<file path="config.mk">
export PLATFORM = sky130hd
export DESIGN_NAME = pc_next_unit
export DESIGN_NICKNAME = d
export VERILOG_FILES = /design/src/rtl/pc_next_unit.sv
export SDC_FILE = /design/constraint.sdc
export NUM_CORES = 1
export LEC_CHECK = 0
export ABC_AREA = 1
export CORE_MARGIN = 2
export CORE_UTILIZATION = 39
export CTS_BUF_LIST = sky130_fd_sc_hd__clkbuf_2
export DETAILED_ROUTE_END_ITERATION = 6
export PLACE_DENSITY_LB_ADDON = 0.05
export SYNTH_ARGS = -nofsm -noshare
export SYNTH_HDL_FRONTEND = slang
export SYNTH_SLANG_ARGS = --single-unit
</file>
<file path="constraint.sdc">
create_clock -name clk -period 1.6 [get_ports clk]
set_input_delay 0.32 -clock clk [delete_from_list [all_inputs] [get_ports clk]]
set_output_delay 0.32 -clock clk [all_outputs]
set_load 0.03 [all_outputs]
</file>
<file path="src/rtl/pc_next_unit.sv">
// PC register and next-PC selection for the MIPS fetch stage, with a small
// fetch/halt/trap state machine driving the instruction memory handshake.
module pc_next_unit #(
    parameter logic [31:0] RESET_PC = 32'h0000_0000
) (
    input  logic        clk,
    input  logic        rst_n,
    input  logic        Branch,
    input  logic        Zero,
    input  logic [31:0] PCBranch,
    input  logic        Jump,
    input  logic [25:0] JumpAddr,
    input  logic        Stall,
    input  logic        Halt,
    input  logic        InstrReady,
    output logic [31:0] PC,
    output logic [31:0] PCplus4,
    output logic        FetchReq,
    output logic        Misaligned,
    output logic [1:0]  State
);

    typedef enum logic [1:0] {
        BOOT  = 2'b00,
        FETCH = 2'b01,
        HALT  = 2'b10,
        TRAP  = 2'b11
    } state_t;

    state_t      state;
    logic [31:0] target;
    logic        accept;

    assign PCplus4 = PC + 32'd4;
    assign State   = state;
    assign accept  = InstrReady && !Stall;

    // Jump outranks a taken branch; the jump region comes from PC+4, not PC.
    always_comb begin
        target = PCplus4;
        if (Jump) begin
            target = {PCplus4[31:28], JumpAddr, 2'b00};
        end else if (Branch && Zero) begin
            target = PCBranch;
        end
    end

    always_ff @(posedge clk or negedge rst_n) begin
        if (!rst_n) begin
            state      <= BOOT;
            PC         <= RESET_PC;
            FetchReq   <= 1'b0;
            Misaligned <= 1'b0;
        end else begin
            case (state)
                BOOT: begin
                    state    <= FETCH;
                    FetchReq <= 1'b1;
                end
                FETCH: begin
                    if (Halt) begin
                        state    <= HALT;
                        FetchReq <= 1'b0;
                    end else if (accept) begin
                        // A misaligned target leaves PC on the faulting instruction.
                        if (target[1:0] == 2'b00) begin
                            PC <= target;
                        end else begin
                            state      <= TRAP;
                            FetchReq   <= 1'b0;
                            Misaligned <= 1'b1;
                        end
                    end
                end
                HALT: begin
                    FetchReq <= 1'b0;
                end
                TRAP: begin
                    FetchReq   <= 1'b0;
                    Misaligned <= 1'b1;
                end
                default: begin
                    state    <= BOOT;
                    FetchReq <= 1'b0;
                end
            endcase
        end
    end

endmodule

</file>
==> flow_metrics.env, run 1 <==
export IMPL_worstMarginPinSlew_ns=0.443
export IMPL_cp_num_cells=9
export IMPL_switching_share=0.350
export IMPL_firstDrtPassIters=4
export IMPL_postRouteAntennaNets=0
export IMPL_cts_tree="yes"
export IMPL_rsz0062_at_grt="yes"
export IMPL_rrSetupSlack_ns=-0.24
export IMPL_clock_power_share=0.203
export IMPL_fin_ws_ns=-0.747
export IMPL_wl_per_cell_um=16.7
export IMPL_p_per_area_nw_per_um2=384
export IMPL_drc_errors=0
export IMPL_outcome="finished, violations left"
export IMPL_drive_gt1_frac=0.515
export IMPL_syn_nets=484
export IMPL_ff2ff_path_depth=13
export IMPL_synth_top_area_frac=0.313
export IMPL_h_tree_depth=2
export IMPL_grt_overflow=0
export IMPL_layout_nets=722
export IMPL_place_congestion=0.892
export IMPL_power_share_sequential=0.426
export IMPL_period_share=1.47
export IMPL_ys_top_cells_by_area="dfrtp_1, nand2_1, nor2_1"
export IMPL_final_common_cell="nand2_1"
export IMPL_synth_top_family_by_area="simple AND/OR/NAND/NOR gates"
export IMPL_die_area_um2=8080
export IMPL_syn2layout_area_growth_pct=111
export IMPL_synthSimpleGateAreaFrac=0.399
export IMPL_numCtsBuffers=5
export IMPL_final_cell_mix="nand2_1, nor2_1, buf_4, buf_6, clkdlybuf4s50_1"
export IMPL_clk_latency_ns=0.42
export IMPL_coreArea_um2=7210
export IMPL_rr_startpoint="PC[3]$_DFFE_PN0P_"
export IMPL_track_usage=0.265
export IMPL_clockRootBuffer="clkbuf_2"
export IMPL_min_period_ns=2.35
export IMPL_via_per_inst=5.12
export IMPL_violations="negative setup slack"
export IMPL_netlist_area_um2=2880
export IMPL_hpwl_um=8050
export IMPL_holdCritPathClass="input port to asynchronous set/reset pin"
export IMPL_slew_violations=0
export IMPL_cp_num_buf_inv=3
export IMPL_power_share_combinational=0.371
export IMPL_path_cells="ha_4 -> nand2_4 -> nor2_4 -> buf_6 -> nand2_4 -> nor2_4 -> buf_12 -> xor2_4 -> buf_6"
export IMPL_fin_skew_ns=0.0147
export IMPL_ys_seq_area_frac=0.313
export IMPL_ys_warn_count=0
export IMPL_via_count=3867
export IMPL_start_util=0.399
export IMPL_grt_max_degree=23
export IMPL_crit_arrival_ns=2.03
export IMPL_synth_xor_area_frac=0.0531
export IMPL_p_sw_uw=815
export IMPL_synth_area_per_cell_um2=6.90
export IMPL_synth_distinct_cells=33
export IMPL_p_total_mw=2.33
export IMPL_synth_compound_area_share=0.154
export IMPL_hold_viol=0
export IMPL_antenna_found_initial=0
export IMPL_synth_seq_cells=36
export IMPL_die_h_um=89.9
export IMPL_grt_pass1_wl_um=17500
export IMPL_fmax_mhz=426
export IMPL_synthAdderAreaFrac=0.00435
export IMPL_p_leak_nw=2.78
export IMPL_drt_initial_drc_count=144
export IMPL_place_port_buffers=133
export IMPL_irDropWorstVdd_mv=0.314
export IMPL_required_ns=1.28
export IMPL_yosysTopAreaCell="dfrtp_1"
export IMPL_die_w_um=89.9
export IMPL_hold_worst_slack_ns=0.331
export IMPL_grt_pass1_vias=3687
export IMPL_clockBufferDepth=2
export IMPL_io_pins=134
export IMPL_path_clk_slew_ns=0.22
export IMPL_relSlewSlack=0.704
export IMPL_diodes=0
export IMPL_cp_top_family="flip-flops"
export IMPL_start_kind="flop"
export IMPL_synth_mux_area_fraction=0
export IMPL_endpoint_kind="output port"
export IMPL_setup_violations=49
export IMPL_p_int_mw=1.51
export IMPL_critPathMaxFanout=3
export IMPL_r2r_end="PC[30]$_DFFE_PN0P_"
export IMPL_num_rows=31
export IMPL_crit_type="flop to output port"
export IMPL_routed_wl_um=12600
export IMPL_clock_sinks=36
export IMPL_cpPeakStageDelay_ns=0.47
export IMPL_syn_inst=417
export IMPL_cap_violations=0
export IMPL_cp_slowest_cell="dfrtp_2"
==> routing by layer <==
| metal | wire (um) | up-vias | global-route usage |
|---|---|---|---|
| met5 | 0 | - | 0 |
| li1 | - | 1809 | - |
| met2 | 6410 | 171 | 0.494 |
| met1 | 4880 | 1841 | 0.314 |
| met3 | 825 | 46 | 0.0495 |
| met4 | 476 | 0 | 0.0654 |
==> per-stage QoR <==
| step | util | cells | setup slack [ns] | area, um2 | setup TNS (ns) |
|---|---|---|---|---|---|
| after floorplan | - | 417 | -0.269 | 3160 | -6.62 |
| after global placement | 0.716 | 706 | -0.280 | 5160 | -11.06 |
| after detailed placement | 0.716 | 706 | -0.362 | 5160 | -13.77 |
| after CTS | 0.757 | 727 | -0.672 | 5460 | -16.08 |
| after global routing | 0.840 | 755 | -0.774 | 6060 | -20.90 |
| final | 0.840 | 755 | -0.747 | 6060 | -18.89 |
==> logic make-up (layout without fill, tap and decap cells) <==
logic type	Yosys count	after routing
XOR/XNOR	14	14
adder cells (fa/ha/maj)	1	1
AND/OR/NAND/NOR	252	252
buffers and inverters	50	289
flip-flops	36	36
AO/OA/AOI/OAI	64	64
==> worst max path at each step <==
| stage | start | endpoint |
|---|---|---|
| after floorplan | PC[2]$_DFFE_PN0P_ | PCplus4[17] |
| after global placement | Jump | PC[10]$_DFFE_PN0P_ |
| after detailed placement | Jump | PC[7]$_DFFE_PN0P_ |
| after CTS | PC[3]$_DFFE_PN0P_ | PCplus4[22] |
| after global routing | PC[3]$_DFFE_PN0P_ | PCplus4[16] |
| final | PC[3]$_DFFE_PN0P_ | PCplus4[16] |
==> area by class of cell <==
| cell class | count | area (um2) |
|---|---|---|
| fill | 417 | 1150 |
| sequential | 36 | 932 |
| timing repair buffer | 245 | 2450 |
| inverter | 36 | 145 |
| clock buffer | 7 | 35.0 |
| clock inverter | 1 | 3.75 |
| multi-input combinational | 331 | 2370 |
| tap | 99 | 124 |
==> timing repair <==
item / in CTS / in global routing
pin swaps: 23 / 44
resized for setup: 214 / 118
hold buffers: 1 / 0
setup buffers: 13 / 33
hold endpoints to repair: 15 / 0
setup endpoints to repair: 80 / 81
==> power groups by stage <==
| stage | Clock [mW] | Combinational [mW] | Sequential (mW) |
|---|---|---|---|
| after detailed placement | 0 | 0.749 | 1.00 |
| final | 0.472 | 0.863 | 0.993 |
| after global routing | 0.508 | 0.910 | 0.997 |
| after global placement | 0 | 0.741 | 1.00 |
| after CTS | 0.464 | 0.786 | 0.985 |
| after floorplan | 0 | 0.258 | 1.07 |
==> cell usage after synthesis <==
cell and n:
nand2_1 120, nor2_1 83, dfrtp_1 36, inv_1 32
a22o_1 23, a21oi_1 18, nand3_1 15, o21ai_0 14
nor2_4 11, nand3b_1 7, xnor2_1 6, buf_2 5
and2_1 4, buf_4 4, nand2_2 4, nand2_4 4
xor2_1 4, xor2_2 4, clkbuf_1 3, inv_2 3
nor2_2 2, o21ai_1 2, o22ai_1 2, o31ai_2 2
a31o_2 1, buf_1 1, buf_6 1, ha_1 1
inv_4 1, nand4_4 1, nor3_1 1, o21ai_2 1
o21ai_4 1
==> flip-flops by register name, summed over array words and instances (netlist names) <==
name / cells
State: 2
FetchReq: 1
PC: 32
Misaligned: 1
(Power assumes the default switching activity.)
==> run 2: changes to the inputs <==
--- a/config.mk
+++ b/config.mk
@@ -7,9 +7,10 @@
 export LEC_CHECK = 0
 export ABC_AREA = 1
 export CORE_MARGIN = 2
-export CORE_UTILIZATION = 39
+export CORE_UTILIZATION = 45
 export CTS_BUF_LIST = sky130_fd_sc_hd__clkbuf_2
 export DETAILED_ROUTE_END_ITERATION = 6
+export DONT_BUFFER_PORTS = 1
 export PLACE_DENSITY_LB_ADDON = 0.05
 export SYNTH_ARGS = -nofsm -noshare
 export SYNTH_HDL_FRONTEND = slang
==> run 2 against run 1 <==
  * The flow still finishes with violations (negative setup slack)
  * Maximum frequency increased by 5.5%
  * Sequential share of layout area increased by 6.2 points
  * Non-clock buffer count decreased by 160
  * Clock skew decreased by 0.0018 ns
  * Cell count decreased by 24%
  * Power decreased by 9.7%
  * Critical path type unchanged
  * Critical endpoint unchanged
==> flow_metrics.env, run 2 (same netlist as run 1, synthesis figures left out) <==
export IMPL_wl_per_cell_um=15.9
export IMPL_required_ns=1.28
export IMPL_place_congestion=0.892
export IMPL_critPathMaxFanout=4
export IMPL_fin_ws_ns=-0.625
export IMPL_largest_register_ffs=32
export IMPL_path_clk_slew_ns=0.20
export IMPL_hold_depth=2
export IMPL_drc_errors=0
export IMPL_slew_violations=0
export IMPL_antenna_found_initial=0
export IMPL_die_h_um=83.9
export IMPL_place_port_buffers=0
export IMPL_multiInputGateArea_um2=2280
export IMPL_final_common_cell="nand2_1"
export IMPL_firstDrtPassIters=4
export IMPL_grt_pass1_vias=3030
export IMPL_irDropWorstVdd_mv=0.430
export IMPL_crit_top_cell="nand2_1"
export IMPL_start_util=0.458
export IMPL_cts_tree="yes"
export IMPL_routed_wl_um=9090
export IMPL_h_tree_depth=2
export IMPL_p_per_area_nw_per_um2=492
export IMPL_track_usage=0.258
export IMPL_regArea_um2=923
export IMPL_stdcell_count=573
export IMPL_p_leak_nw=1.91
export IMPL_num_rows=29
export IMPL_regMostFlops="PC"
export IMPL_ff2ff_path_depth=12
export IMPL_grt_overflow=0
export IMPL_start_kind="flop"
export IMPL_rr_startpoint="PC[3]$_DFFE_PN0P_"
export IMPL_layout_nets=562
export IMPL_hpwl_um=6740
export IMPL_pre_cts_slack_ns=-0.157
export IMPL_tns_ns=-17.14
export IMPL_whs_endpoint="PC[3]$_DFFE_PN0P_"
export IMPL_die_w_um=83.9
export IMPL_cp_slowest_cell="dfrtp_2"
export IMPL_postRouteAntennaNets=0
export IMPL_clock_sinks=36
export IMPL_worstMarginPinSlew_ns=0.391
export IMPL_drt_initial_drc_count=109
export IMPL_rsz0062_at_grt="yes"
export IMPL_fill_cells=544
export IMPL_via_count=3027
export IMPL_rrSetupSlack_ns=-0.22
export IMPL_syn2layout_area_growth_pct=48.7
export IMPL_diodes=0
export IMPL_final_cell_mix="nand2_1, nor2_1, buf_4, inv_1, nand2_2"
export IMPL_r2r_end="PC[28]$_DFFE_PN0P_"
export IMPL_relSlewSlack=0.737
export IMPL_path_cells="nand2_1 -> nor2_1 -> nand2_1 -> nor2_4 -> buf_12 -> xor2_4"
export IMPL_numCtsBuffers=5
export IMPL_grt_max_degree=37
export IMPL_violations="negative setup slack"
export IMPL_io_pins=134
export IMPL_via_per_inst=5.28
export IMPL_holdCritPathClass="input port to flop"
export IMPL_clockRootBuffer="clkbuf_2"
export IMPL_period_share=1.39
export IMPL_hold_start="PCBranch[3]"
export IMPL_dp_cells=550
export IMPL_final_core_util=0.681
export IMPL_cpPeakStageDelay_ns=0.44
export IMPL_grt_pass1_wl_um=14600
export IMPL_die_area_um2=7050
export IMPL_outcome="finished, violations left"
export IMPL_drive_gt1_frac=0.456
export IMPL_min_period_ns=2.23
export IMPL_p_total_mw=2.10
export IMPL_clk_latency_ns=0.39
export IMPL_fmax_mhz=449
export IMPL_hold_viol=0
export IMPL_setup_violations=53
export IMPL_clockBufferDepth=2
export IMPL_coreArea_um2=6280
export IMPL_cap_violations=0
export IMPL_fin_skew_ns=0.0130
export IMPL_crit_type="flop to output port"
export IMPL_endpoint_kind="output port"
export IMPL_crit_arrival_ns=1.91
[run 2: cell types whose count changed in the layout (fill, tap and decap cells not counted), moves of 7 or more]
cell | previous run | this run
buf_2 | 16 | 0
buf_12 | 18 | 4
dfrtp_1 | 11 | 18
clkdlybuf4s15_2 | 9 | 0
nor2_1 | 68 | 82
buf_4 | 66 | 59
nor2_2 | 10 | 0
clkdlybuf4s50_1 | 63 | 0
dfrtp_2 | 25 | 18
buf_6 | 64 | 20
[run 2: critical path: cells and delay by family, from the launching register on]
family        cells  cell delay, ns
xor+xnor          1            0.28
buf+inv           1            0.13
flops             1            0.44
simple gates      4            0.64
[run 2: worst max-delay path by stage]
stage | start | slack (ns) | cells after the start | endpoint
floorplan | PC[2]$_DFFE_PN0P_ | -0.27 | 5 | PCplus4[17]
global placement | PC[2]$_DFFE_PN0P_ | -0.13 | 8 | PCplus4[28]
detailed placement | PC[2]$_DFFE_PN0P_ | -0.16 | 8 | PCplus4[28]
CTS | PC[3]$_DFFE_PN0P_ | -0.62 | 7 | PCplus4[28]
global route | PC[2]$_DFFE_PN0P_ | -0.73 | 7 | PCplus4[20]
finish | PC[12]$_DFFE_PN0P_ | -0.63 | 6 | PCplus4[16]
[run 2: timing repair]
| item | in CTS | in global routing |
|---|---|---|
| pin swaps | 22 | 22 |
| endpoints found under the setup margin | 48 | 60 |
| hold buffers | 2 | 0 |
| hold endpoints to repair | 36 | 0 |
| gates resized for setup | 35 | 62 |
| setup buffers | 13 | 9 |
[run 2: layer usage]
metal / wire [um] / up-vias / GRT usage / part of all wire
li1: - / 1483 / - / -
met1: 3640 / 1424 / 0.317 / 0.40
met2: 4630 / 104 / 0.452 / 0.51
met3: 630 / 16 / 0.0603 / 0.069
met4: 187 / 0 / 0.0762 / 0.021
met5: 0 / - / 0 / 0
[run 2: through the flow]
stage | instance area [um2] | hold WS [ns]
floorplan | 3160 | 0.0244
global placement | 3730 | 0.0255
detailed placement | 3730 | 0.0258
CTS | 4050 | 0.113
global route | 4270 | 0.119
finish | 4270 | 0.130
[run 2: cell type report]
class,count,share of cell area
Multi-Input combinational cell,331,0.532
Clock buffer,6,0.00703
Tap cell,77,0.0225
Timing Repair Buffer,85,0.181
Sequential cell,36,0.216
Clock inverter,2,0.00820
Inverter,36,0.0328
[run 2: report_power, final]
part / switching, mW / total [mW] / leakage [nW] / internal, mW
clock network: 0.331 / 0.600 / 0.0430 / 0.269
logic: 0.331 / 0.525 / 1.43 / 0.194
registers: 0.0323 / 0.977 / 0.436 / 0.945
total: 0.694 / 2.10 / 1.91 / 1.41
==> run 3: changes to the inputs <==
--- a/config.mk
+++ b/config.mk
@@ -11,6 +11,7 @@
 export CTS_BUF_LIST = sky130_fd_sc_hd__clkbuf_2
 export DETAILED_ROUTE_END_ITERATION = 6
 export DONT_BUFFER_PORTS = 1
+export MAX_ROUTING_LAYER = met4
 export PLACE_DENSITY_LB_ADDON = 0.05
 export SYNTH_ARGS = -nofsm -noshare
 export SYNTH_HDL_FRONTEND = slang
==> run 3 against run 2 <==
  * Count of clock-buffer cells in the layout stayed put
  * Die area unchanged
  * Via count about the same
  * Critical path type unchanged
  * First-iteration DRC count grew 0.92%
  * Global-route usage up 0.73 points
  * Critical path depth unchanged
  * Register-to-register slack barely moved
  * Combinational power is essentially flat
  * Maximum frequency decreased by 0.32%
  * Sequential power about the same
  * The run still ends with negative setup slack left
==> flow_metrics.env, run 3 (same netlist as run 1, synthesis figures left out) <==
export IMPL_grt_overflow=0
export IMPL_start_kind="flop"
export IMPL_largest_register_ffs=32
export IMPL_path_clk_slew_ns=0.21
export IMPL_clock_sinks=36
export IMPL_tns_ns=-17.22
export IMPL_hold_worst_slack_ns=0.129
export IMPL_crit_type="flop to output port"
export IMPL_hold_depth=2
export IMPL_track_usage=0.266
export IMPL_wl_per_cell_um=15.9
export IMPL_crit_arrival_ns=1.91
export IMPL_antenna_found_initial=0
export IMPL_required_ns=1.28
export IMPL_rr_startpoint="PC[3]$_DFFE_PN0P_"
export IMPL_final_common_cell="nand2_1"
export IMPL_p_per_area_nw_per_um2=492
export IMPL_grt_pass1_wl_um=14600
export IMPL_num_rows=29
export IMPL_critPathMaxFanout=4
export IMPL_layout_nets=562
export IMPL_clk_latency_ns=0.40
export IMPL_relSlewSlack=0.737
export IMPL_critPathLaunch="PC[12]$_DFFE_PN0P_"
export IMPL_place_congestion=0.907
export IMPL_coreArea_um2=6280
export IMPL_cap_violations=0
export IMPL_die_h_um=83.9
export IMPL_drive_gt1_frac=0.456
export IMPL_endpoint_kind="output port"
export IMPL_rrSetupSlack_ns=-0.21
export IMPL_cts_tree="yes"
export IMPL_pre_cts_slack_ns=-0.157
export IMPL_r2r_end="PC[28]$_DFFE_PN0P_"
export IMPL_die_area_um2=7050
export IMPL_rsz0062_at_grt="yes"
export IMPL_irDropWorstVdd_mv=0.433
export IMPL_drt_initial_drc_count=110
export IMPL_numCtsBuffers=5
export IMPL_postRouteAntennaNets=0
export IMPL_hpwl_um=6740
export IMPL_fin_skew_ns=0.0145
export IMPL_outcome="finished, violations left"
export IMPL_min_period_ns=2.23
export IMPL_hold_start="PCBranch[3]"
export IMPL_diodes=0
export IMPL_fin_ws_ns=-0.633
export IMPL_drc_errors=0
export IMPL_firstDrtPassIters=4
export IMPL_violations="negative setup slack"
export IMPL_worstMarginPinSlew_ns=0.390
export IMPL_fmax_mhz=448
export IMPL_whs_endpoint="PC[3]$_DFFE_PN0P_"
export IMPL_die_w_um=83.9
export IMPL_fill_cells=544
export IMPL_final_cell_mix="nand2_1, nor2_1, buf_4, inv_1, nand2_2"
export IMPL_ff2ff_path_depth=12
export IMPL_clockBufferDepth=2
export IMPL_slew_violations=0
export IMPL_regMostFlops="PC"
export IMPL_holdCritPathClass="input port to flop"
export IMPL_via_count=3024
export IMPL_place_port_buffers=0
export IMPL_io_pins=134
export IMPL_h_tree_depth=2
export IMPL_clockRootBuffer="clkbuf_2"
export IMPL_start_util=0.458
export IMPL_grt_max_degree=37
export IMPL_via_per_inst=5.28
export IMPL_grt_pass1_vias=3036
export IMPL_setup_violations=54
export IMPL_hold_viol=0
export IMPL_p_leak_nw=1.91
export IMPL_syn2layout_area_growth_pct=48.7
export IMPL_routed_wl_um=9120
export IMPL_period_share=1.40
run 3: cell counts in the layout (fill, tap and decap cells not counted):
No cell type changed its count.
run 3: metrics by stage:
stage	power, mW	cell area, um2	cells	utilization
after detailed placement	1.44	3730	550	0.594
final	2.10	4270	573	0.681
after CTS	2.10	4050	573	0.645
after floorplan	1.33	3160	417	-
after global routing	2.20	4270	573	0.681
after global placement	1.43	3730	550	0.594
run 3: cell type report:
cell class | instances | area (um2) | share of cell area
Sequential cell | 36 | 923 | 0.216
Multi-Input combinational cell | 331 | 2280 | 0.532
Timing Repair Buffer | 85 | 773 | 0.181
Inverter | 36 | 140 | 0.0328
Clock buffer | 6 | 30.0 | 0.00703
Clock inverter | 2 | 35.0 | 0.00820
Tap cell | 77 | 96.3 | 0.0225
run 3: worst max path at each step:
stage | to | cells after the start
after floorplan | PCplus4[17] | 5
after global placement | PCplus4[28] | 8
after detailed placement | PCplus4[28] | 8
after CTS | PCplus4[28] | 7
after global routing | PCplus4[20] | 7
final | PCplus4[16] | 6
run 3: repair_timing:
item	in CTS	in global routing
setup buffers	13	9
endpoints found under the setup margin	48	60
gates resized for setup	35	62
cloned	0	0
hold endpoints to repair	36	0
pin swaps	22	22
hold buffers	2	0
run 3: where the power goes:
| part | switching, mW | total, mW | internal (mW) |
|---|---|---|---|
| clock network | 0.331 | 0.600 | 0.269 |
| logic | 0.331 | 0.525 | 0.194 |
| registers | 0.0323 | 0.977 | 0.945 |
| total | 0.695 | 2.10 | 1.41 |
run 3: routing by layer:
metal	routed length, um	GRT usage	vias to the layer above
met2	4630	0.452	93
met3	560	0.0574	15
met1	3740	0.319	1431
met5	0	-	-
met4	184	0.0762	0
li1	-	-	1485
run 3: worst max-delay path: stages (launching register included):
cell	delay [ns]
dfrtp_2	0.44
nand2_1	0.09
nor2_1	0.21
nand2_1	0.13
nor2_4	0.22
buf_12	0.14
xor2_4	0.28
